[config.mk]
export PLATFORM = sky130hd
export DESIGN_NAME = pipe_stage_skid
export DESIGN_NICKNAME = d
export VERILOG_FILES = /design/src/rtl/cpu_pipe_pkg.sv /design/src/rtl/sat_counter.sv /design/src/rtl/pipe_stage_skid.sv
export SDC_FILE = /design/constraint.sdc
export NUM_CORES = 1
export LEC_CHECK = 0
export ABC_CLOCK_PERIOD_IN_PS = 5800
export CAP_MARGIN = 20
export CORE_MARGIN = 8
export CORE_UTILIZATION = 30
export DETAILED_ROUTE_END_ITERATION = 8
export GPL_ROUTABILITY_DRIVEN = 0
export SYNTH_ARGS = -nofsm -noshare
export SYNTH_HDL_FRONTEND = slang
export SYNTH_SLANG_ARGS = --single-unit
[constraint.sdc]
create_clock -name clk -period 5.8 [get_ports clk]
set_input_delay 0.87 -clock clk [delete_from_list [all_inputs] [get_ports clk]]
set_output_delay 0.87 -clock clk [all_outputs]
set_load 0.1 [all_outputs]
[src/rtl/cpu_pipe_pkg.sv]
// Shared pipeline definitions: MEM/WB and EX/MEM payload layouts, stage widths
// and the occupancy encoding used by the generic skid-buffered stage register.
package cpu_pipe_pkg;

  localparam int MEMTOREG_W = 1;
  localparam int REGWRITE_W = 1;
  localparam int MEMWRITE_W = 2;
  localparam int MEMREAD_W  = 2;
  localparam int ALUOUT_W   = 32;
  localparam int PC_W       = 32;
  localparam int BUSB_W     = 32;
  localparam int RDATA_W    = 32;
  localparam int RD_W       = 5;

  // Bit offsets of the MEM/WB fields inside the packed payload, LSB first.
  localparam int RD_LSB       = 0;
  localparam int RDATA_LSB    = RD_LSB + RD_W;
  localparam int BUSB_LSB     = RDATA_LSB + RDATA_W;
  localparam int PC_LSB       = BUSB_LSB + BUSB_W;
  localparam int ALUOUT_LSB   = PC_LSB + PC_W;
  localparam int MEMREAD_LSB  = ALUOUT_LSB + ALUOUT_W;
  localparam int MEMWRITE_LSB = MEMREAD_LSB + MEMREAD_W;
  localparam int REGWRITE_LSB = MEMWRITE_LSB + MEMWRITE_W;
  localparam int MEMTOREG_LSB = REGWRITE_LSB + REGWRITE_W;

  typedef struct packed {
    logic [MEMTOREG_W-1:0] mem_to_reg;
    logic [REGWRITE_W-1:0] reg_write;
    logic [MEMWRITE_W-1:0] mem_write;
    logic [MEMREAD_W-1:0]  mem_read;
    logic [ALUOUT_W-1:0]   alu_out;
    logic [PC_W-1:0]       pc;
    logic [BUSB_W-1:0]     bus_b;
    logic [RDATA_W-1:0]    rdata;
    logic [RD_W-1:0]       rd;
  } memwb_t;

  // EX/MEM carries the same control and address fields but no load data yet.
  typedef struct packed {
    logic [MEMTOREG_W-1:0] mem_to_reg;
    logic [REGWRITE_W-1:0] reg_write;
    logic [MEMWRITE_W-1:0] mem_write;
    logic [MEMREAD_W-1:0]  mem_read;
    logic [ALUOUT_W-1:0]   alu_out;
    logic [PC_W-1:0]       pc;
    logic [BUSB_W-1:0]     bus_b;
    logic [RD_W-1:0]       rd;
  } exmem_t;

  localparam int MEMWB_W     = $bits(memwb_t);
  localparam int EXMEM_W     = $bits(exmem_t);
  localparam int DEFAULT_W   = 72;
  localparam int DEFAULT_CNT = 16;

  // Bit 0 mirrors main_valid, bit 1 mirrors skid_valid.
  typedef enum logic [1:0] {
    OCC_EMPTY = 2'b00,
    OCC_ONE   = 2'b01,
    OCC_FULL  = 2'b11
  } occ_e;

  function automatic logic [1:0] occ_count(input occ_e s);
    case (s)
      OCC_ONE:  return 2'd1;
      OCC_FULL: return 2'd2;
      default:  return 2'd0;
    endcase
  endfunction

endpackage

[src/rtl/sat_counter.sv]
// Saturating up-counter with a small per-cycle increment; sticks at all-ones
// instead of wrapping so profiling counts never read low after overflow.
module sat_counter #(
  parameter int CNT_W = 16,
  parameter int INC_W = 2
) (
  input  logic             clk,
  input  logic             reset,
  input  logic [INC_W-1:0] inc,
  output logic [CNT_W-1:0] value
);

  logic [CNT_W:0] sum;

  always_comb begin
    sum = {1'b0, value} + (CNT_W + 1)'(inc);
  end

  // NOTE: sequential state uses non-blocking assignments so every register
  // samples pre-edge values regardless of process ordering.
  always_ff @(posedge clk or negedge reset) begin
    if (!reset) begin
      value <= '0;
    end else if (sum[CNT_W]) begin
      value <= '1;
    end else begin
      value <= sum[CNT_W-1:0];
    end
  end

endmodule

[src/rtl/pipe_stage_skid.sv]
// Generic pipeline stage register with valid/ready handshake, 2-entry skid
// buffer, synchronous flush, bubble zeroing and stall/flush profiling counters.
module pipe_stage_skid
  import cpu_pipe_pkg::*;
#(
  parameter int WIDTH           = DEFAULT_W,
  parameter bit CLEAR_ON_BUBBLE = 1'b1,
  parameter int CNT_W           = DEFAULT_CNT
) (
  input  logic             clk,
  input  logic             reset,
  input  logic             flush,
  input  logic             in_valid,
  input  logic [WIDTH-1:0] in_data,
  output logic             in_ready,
  output logic             out_valid,
  output logic [WIDTH-1:0] out_data,
  input  logic             out_ready,
  output logic [CNT_W-1:0] stall_cnt,
  output logic [CNT_W-1:0] flush_cnt
);

  occ_e             state, state_n;
  logic [WIDTH-1:0] main_data, main_data_n;
  logic [WIDTH-1:0] skid_data, skid_data_n;
  logic             main_valid, skid_valid;
  logic             in_fire, out_fire;
  logic [1:0]       flush_inc;
  logic [1:0]       stall_inc;
  logic [WIDTH-1:0] bubble_data;

  assign main_valid = state[0];
  assign skid_valid = state[1];

  // in_ready comes straight from a state bit so there is no combinational
  // path from out_ready back to upstream.
  assign in_ready  = !skid_valid;
  assign out_valid = main_valid;
  assign out_data  = main_data;

  assign in_fire  = in_valid & in_ready;
  assign out_fire = out_valid & out_ready;

  assign bubble_data = CLEAR_ON_BUBBLE ? '0 : main_data;

  // NOTE: every variable gets a default at the top of the block so no path
  // leaves one unassigned, which would otherwise infer a latch.
  always_comb begin
    state_n     = state;
    main_data_n = main_data;
    skid_data_n = skid_data;
    flush_inc   = 2'd0;

    if (flush) begin
      // Whatever is held and not leaving downstream this cycle is discarded.
      state_n     = OCC_EMPTY;
      main_data_n = bubble_data;
      flush_inc   = occ_count(state) - {1'b0, out_fire};
    end else begin
      case (state)
        OCC_EMPTY: begin
          if (in_fire) begin
            state_n     = OCC_ONE;
            main_data_n = in_data;
          end
        end
        OCC_ONE: begin
          if (in_fire && out_fire) begin
            main_data_n = in_data;
          end else if (in_fire) begin
            state_n     = OCC_FULL;
            skid_data_n = in_data;
          end else if (out_fire) begin
            state_n     = OCC_EMPTY;
            main_data_n = bubble_data;
          end
        end
        OCC_FULL: begin
          // Skid always holds the newer entry, so it moves up into main.
          if (out_fire) begin
            state_n     = OCC_ONE;
            main_data_n = skid_data;
          end
        end
        default: begin
          state_n     = OCC_EMPTY;
          main_data_n = bubble_data;
        end
      endcase
    end
  end

  // NOTE: data registers are reset too, so out_data reads 0 straight out of
  // reset instead of whatever the flops powered up with.
  always_ff @(posedge clk or negedge reset) begin
    if (!reset) begin
      state     <= OCC_EMPTY;
      main_data <= '0;
      skid_data <= '0;
    end else begin
      state     <= state_n;
      main_data <= main_data_n;
      skid_data <= skid_data_n;
    end
  end

  assign stall_inc = {1'b0, out_valid & ~out_ready & ~flush};

  sat_counter #(
    .CNT_W (CNT_W),
    .INC_W (2)
  ) u_stall_cnt (
    .clk   (clk),
    .reset (reset),
    .inc   (stall_inc),
    .value (stall_cnt)
  );

  sat_counter #(
    .CNT_W (CNT_W),
    .INC_W (2)
  ) u_flush_cnt (
    .clk   (clk),
    .reset (reset),
    .inc   (flush_inc),
    .value (flush_cnt)
  );

endmodule

==> reports/qor.yml <==
run_status:
  status: "completed"
grt:
  grt-ovfl-total: 0
  grt_max_degree: 103
  grt_pass1_wl_um: 35500
  grt_pass1_vias: 5965
  grt_antenna_before_repair: 0
  groute.usage.overall_pct: 13.6
synth:
  yosysMostFrequentCell: "dfrtp_1"
  async_reset_ff_share_pct: 100
  synth_top_family_by_area: "compound AO/OA/AOI/OAI gates"
  synthTopCellsByCount: "dfrtp_1, a22oi_1, o2bb2ai_1"
  netlist-cell-type-count: 42
  ys_ff_latch: 178
  avgSynthCellArea_um2: 13.5
  synth-edff-count: 0
  muxShareOfSynthArea_pct: 14.2
  synth-compound-area-share_pct: 16.0
  netlist_instances: 596
  yosysWarnings: 0
  yosysSeqAreaShare_pct: 55.4
  syn_area_mm2: 0.00804
  synth_top_area_share_pct: 55.4
  synth_xor_area_share_pct: 1.85
  synthesis.nets: 685
  synth_fa_ha_area_share_pct: 1.96
  synth_area_leaders: "dfrtp_1, mux2_4, o2bb2ai_1, a22oi_1, buf_12"
  synthSimpleGateAreaFrac_pct: 6.40
  yosys.area.top_type: "dfrtp_1"
  synth_flop_cell: "dfrtp_1"
floorplan:
  die_area_mm2: 0.0323
  ios: 183
  initial_utilization_pct: 30.2
  core-area_mm2: 0.0267
  die_x_um: 180
  num_rows: 60
  die_h_um: 180
sta:
  holdWs_ns: 0.489
  hold_viol: 0
  finalSetupTns_ns: 0
  period_minus_slack_ns: 3.38
  fin_skew_ns: 0.00951
  slew_headroom_pct: 26.8
  rsz0062_at_grt: "no"
  finalSetupViolCount: 0
  fin_crit_sh_pct: 58.3
  tightest_slew_ns: 1.10
  drv_slew: 0
  timing.fmax_mhz: 296
cts:
  cts.sinks: 178
  htreeDepth: 4
  ctsHoldBuffers: 0
  root_buffer: "clkbuf_16"
  path_clk_slew_ns: 0.08
  cts_setup_buffers: 0
  numCtsBuffers: 17
  cts_tree: "done"
  clock_latency_ns: 0.42
  clock_path_buffers: 2
  cts_resized: 0
critical_path:
  critPathLaunch: "out_ready"
  cp_top_family: "simple AND/OR/NAND/NOR gates"
  r2r_start: "state[1]"
  cp-end-kind: "flip-flop"
  cp_cell_sequence: "clkdlybuf4s50_1, nand2_2, inv_2, ha_1, nor2b_1, ha_1, inv_1, fa_1, nand2b_1, nor3_2, nand4_1, a21oi_1"
  cpPeakStageDelay_ns: 0.51
  cp.arrival_ns: 3.72
  cp_max_fo: 12
  cpMostUsedCell: "ha_1"
  cp.required_ns: 6.14
  cp_slowest_cell: "clkdlybuf4s50_1"
  start_kind: "input pin"
  cp_num_buf_inv: 3
  worstSetupPathType: "input pin to flip-flop"
cells_and_area:
  postLayoutCoreUtil_pct: 40.1
  insertedDiodeCount: 0
  n_fill_cell: 2484
  fin_nets: 853
  layout-drive-gt1-share_pct: 16.9
  syn2layout_area_growth_pct: 33.0
  stdcell_count: 1118
drt:
  remaining_drc_errors: 0
  vias: 5562
  routed_wl_um: 21700
  wl_per_cell_um: 19.4
  vias_per_cell: 4.97
  firstDrtPassIters: 5
  drtIter0Drc: 347
  antenna_left: 0
min_path:
  min_path_type: "flip-flop to flip-flop"
  min_from: "out_data[18]"
run:
  max-cap-violations: 0
place:
  dp_cells: 1086
  portBuffers: 182
  hpwl_um: 13600
power:
  peakVddDrop_mv: 0.358
  power_density_mw_per_mm2: 577
  p_leak_nw: 4.74
[layout by cell type, fill, tap and decap left out, types with 6 or more instances in the layout]
cell type and instances:
xor2_1 6, inv_1 10, nand2_1 32, nand3_1 8, nor2_1 15, clkdlybuf4s50_1 181, a22oi_1 72, dfrtp_1 178
ha_1 10, xnor2_1 11, a21oi_1 9, o2bb2ai_1 72, mux2_2 6, mux2_4 70, clkbuf_16 17, buf_4 8
[flip-flops by register name, indices dropped and copies added (netlist names)]
signal / flops
state: 2
out_data: 72
skid_data: 72
u_flush_cnt.value: 16
u_stall_cnt.value: 16
[per-stage QoR]
step / setup WS [ns] / power [mW] / cell area, um^2
2_1_floorplan: 2.41 / 4.24 / 8040
3_3_place_gp: 1.99 / 4.98 / 10100
3_5_place_dp: 1.94 / 5.00 / 10100
4_1_cts: 2.40 / 6.26 / 10700
5_1_grt: 2.10 / 6.50 / 10700
6_report: 2.42 / 6.18 / 10700
[cells by family (layout without fill, tap and decap cells)]
group,Yosys count,in the layout
fa+ha+maj,12,12
mux,78,78
buf+inv,52,233
flops,178,178
compound gates,165,165
xor+xnor,17,17
simple gates,94,94
[layout make-up]
cell class              count  area [um^2]  share of cell area (%)
multi-input cells         366         3270                    30.6
clock buffers              17          425                    3.98
inverters                  11         41.3                   0.386
clock inverters            15          190                    1.78
flip-flops and latches    178         4450                    41.6
well taps                 341          427                    3.99
repair buffers            190         1890                    17.6
[power breakdown]
| group | internal [mW] | total, mW | leakage (nW) | switching [mW] |
|---|---|---|---|---|
| registers | 1.68 | 1.97 | 2.29 | 0.289 |
| logic | 0.941 | 3.00 | 2.14 | 2.05 |
| clock network | 0.658 | 1.21 | 0.303 | 0.555 |
[routing by layer]
| metal | track usage [%] | wire [um] | up-vias |
|---|---|---|---|
| met5 | 0 | 0 | - |
| met4 | 2.50 | 129 | 0 |
| met3 | 4.23 | 1100 | 10 |
| met2 | 20.7 | 9770 | 143 |
| met1 | 19.0 | 10700 | 2846 |
| li1 | - | - | 2563 |
[worst paths after layout]
check,endpoint,slack [ns],cells past startpoint
max,u_flush_cnt.value[7],2.42,12
min,out_data[18],0.49,1
max reg2reg,u_flush_cnt.value[7],2.68,12
min reg2reg,out_data[18],0.49,1
max in group asynchronous,out_data[0],4.14,2
min in group asynchronous,out_data[13],0.50,1
(Power assumes the default switching activity.)
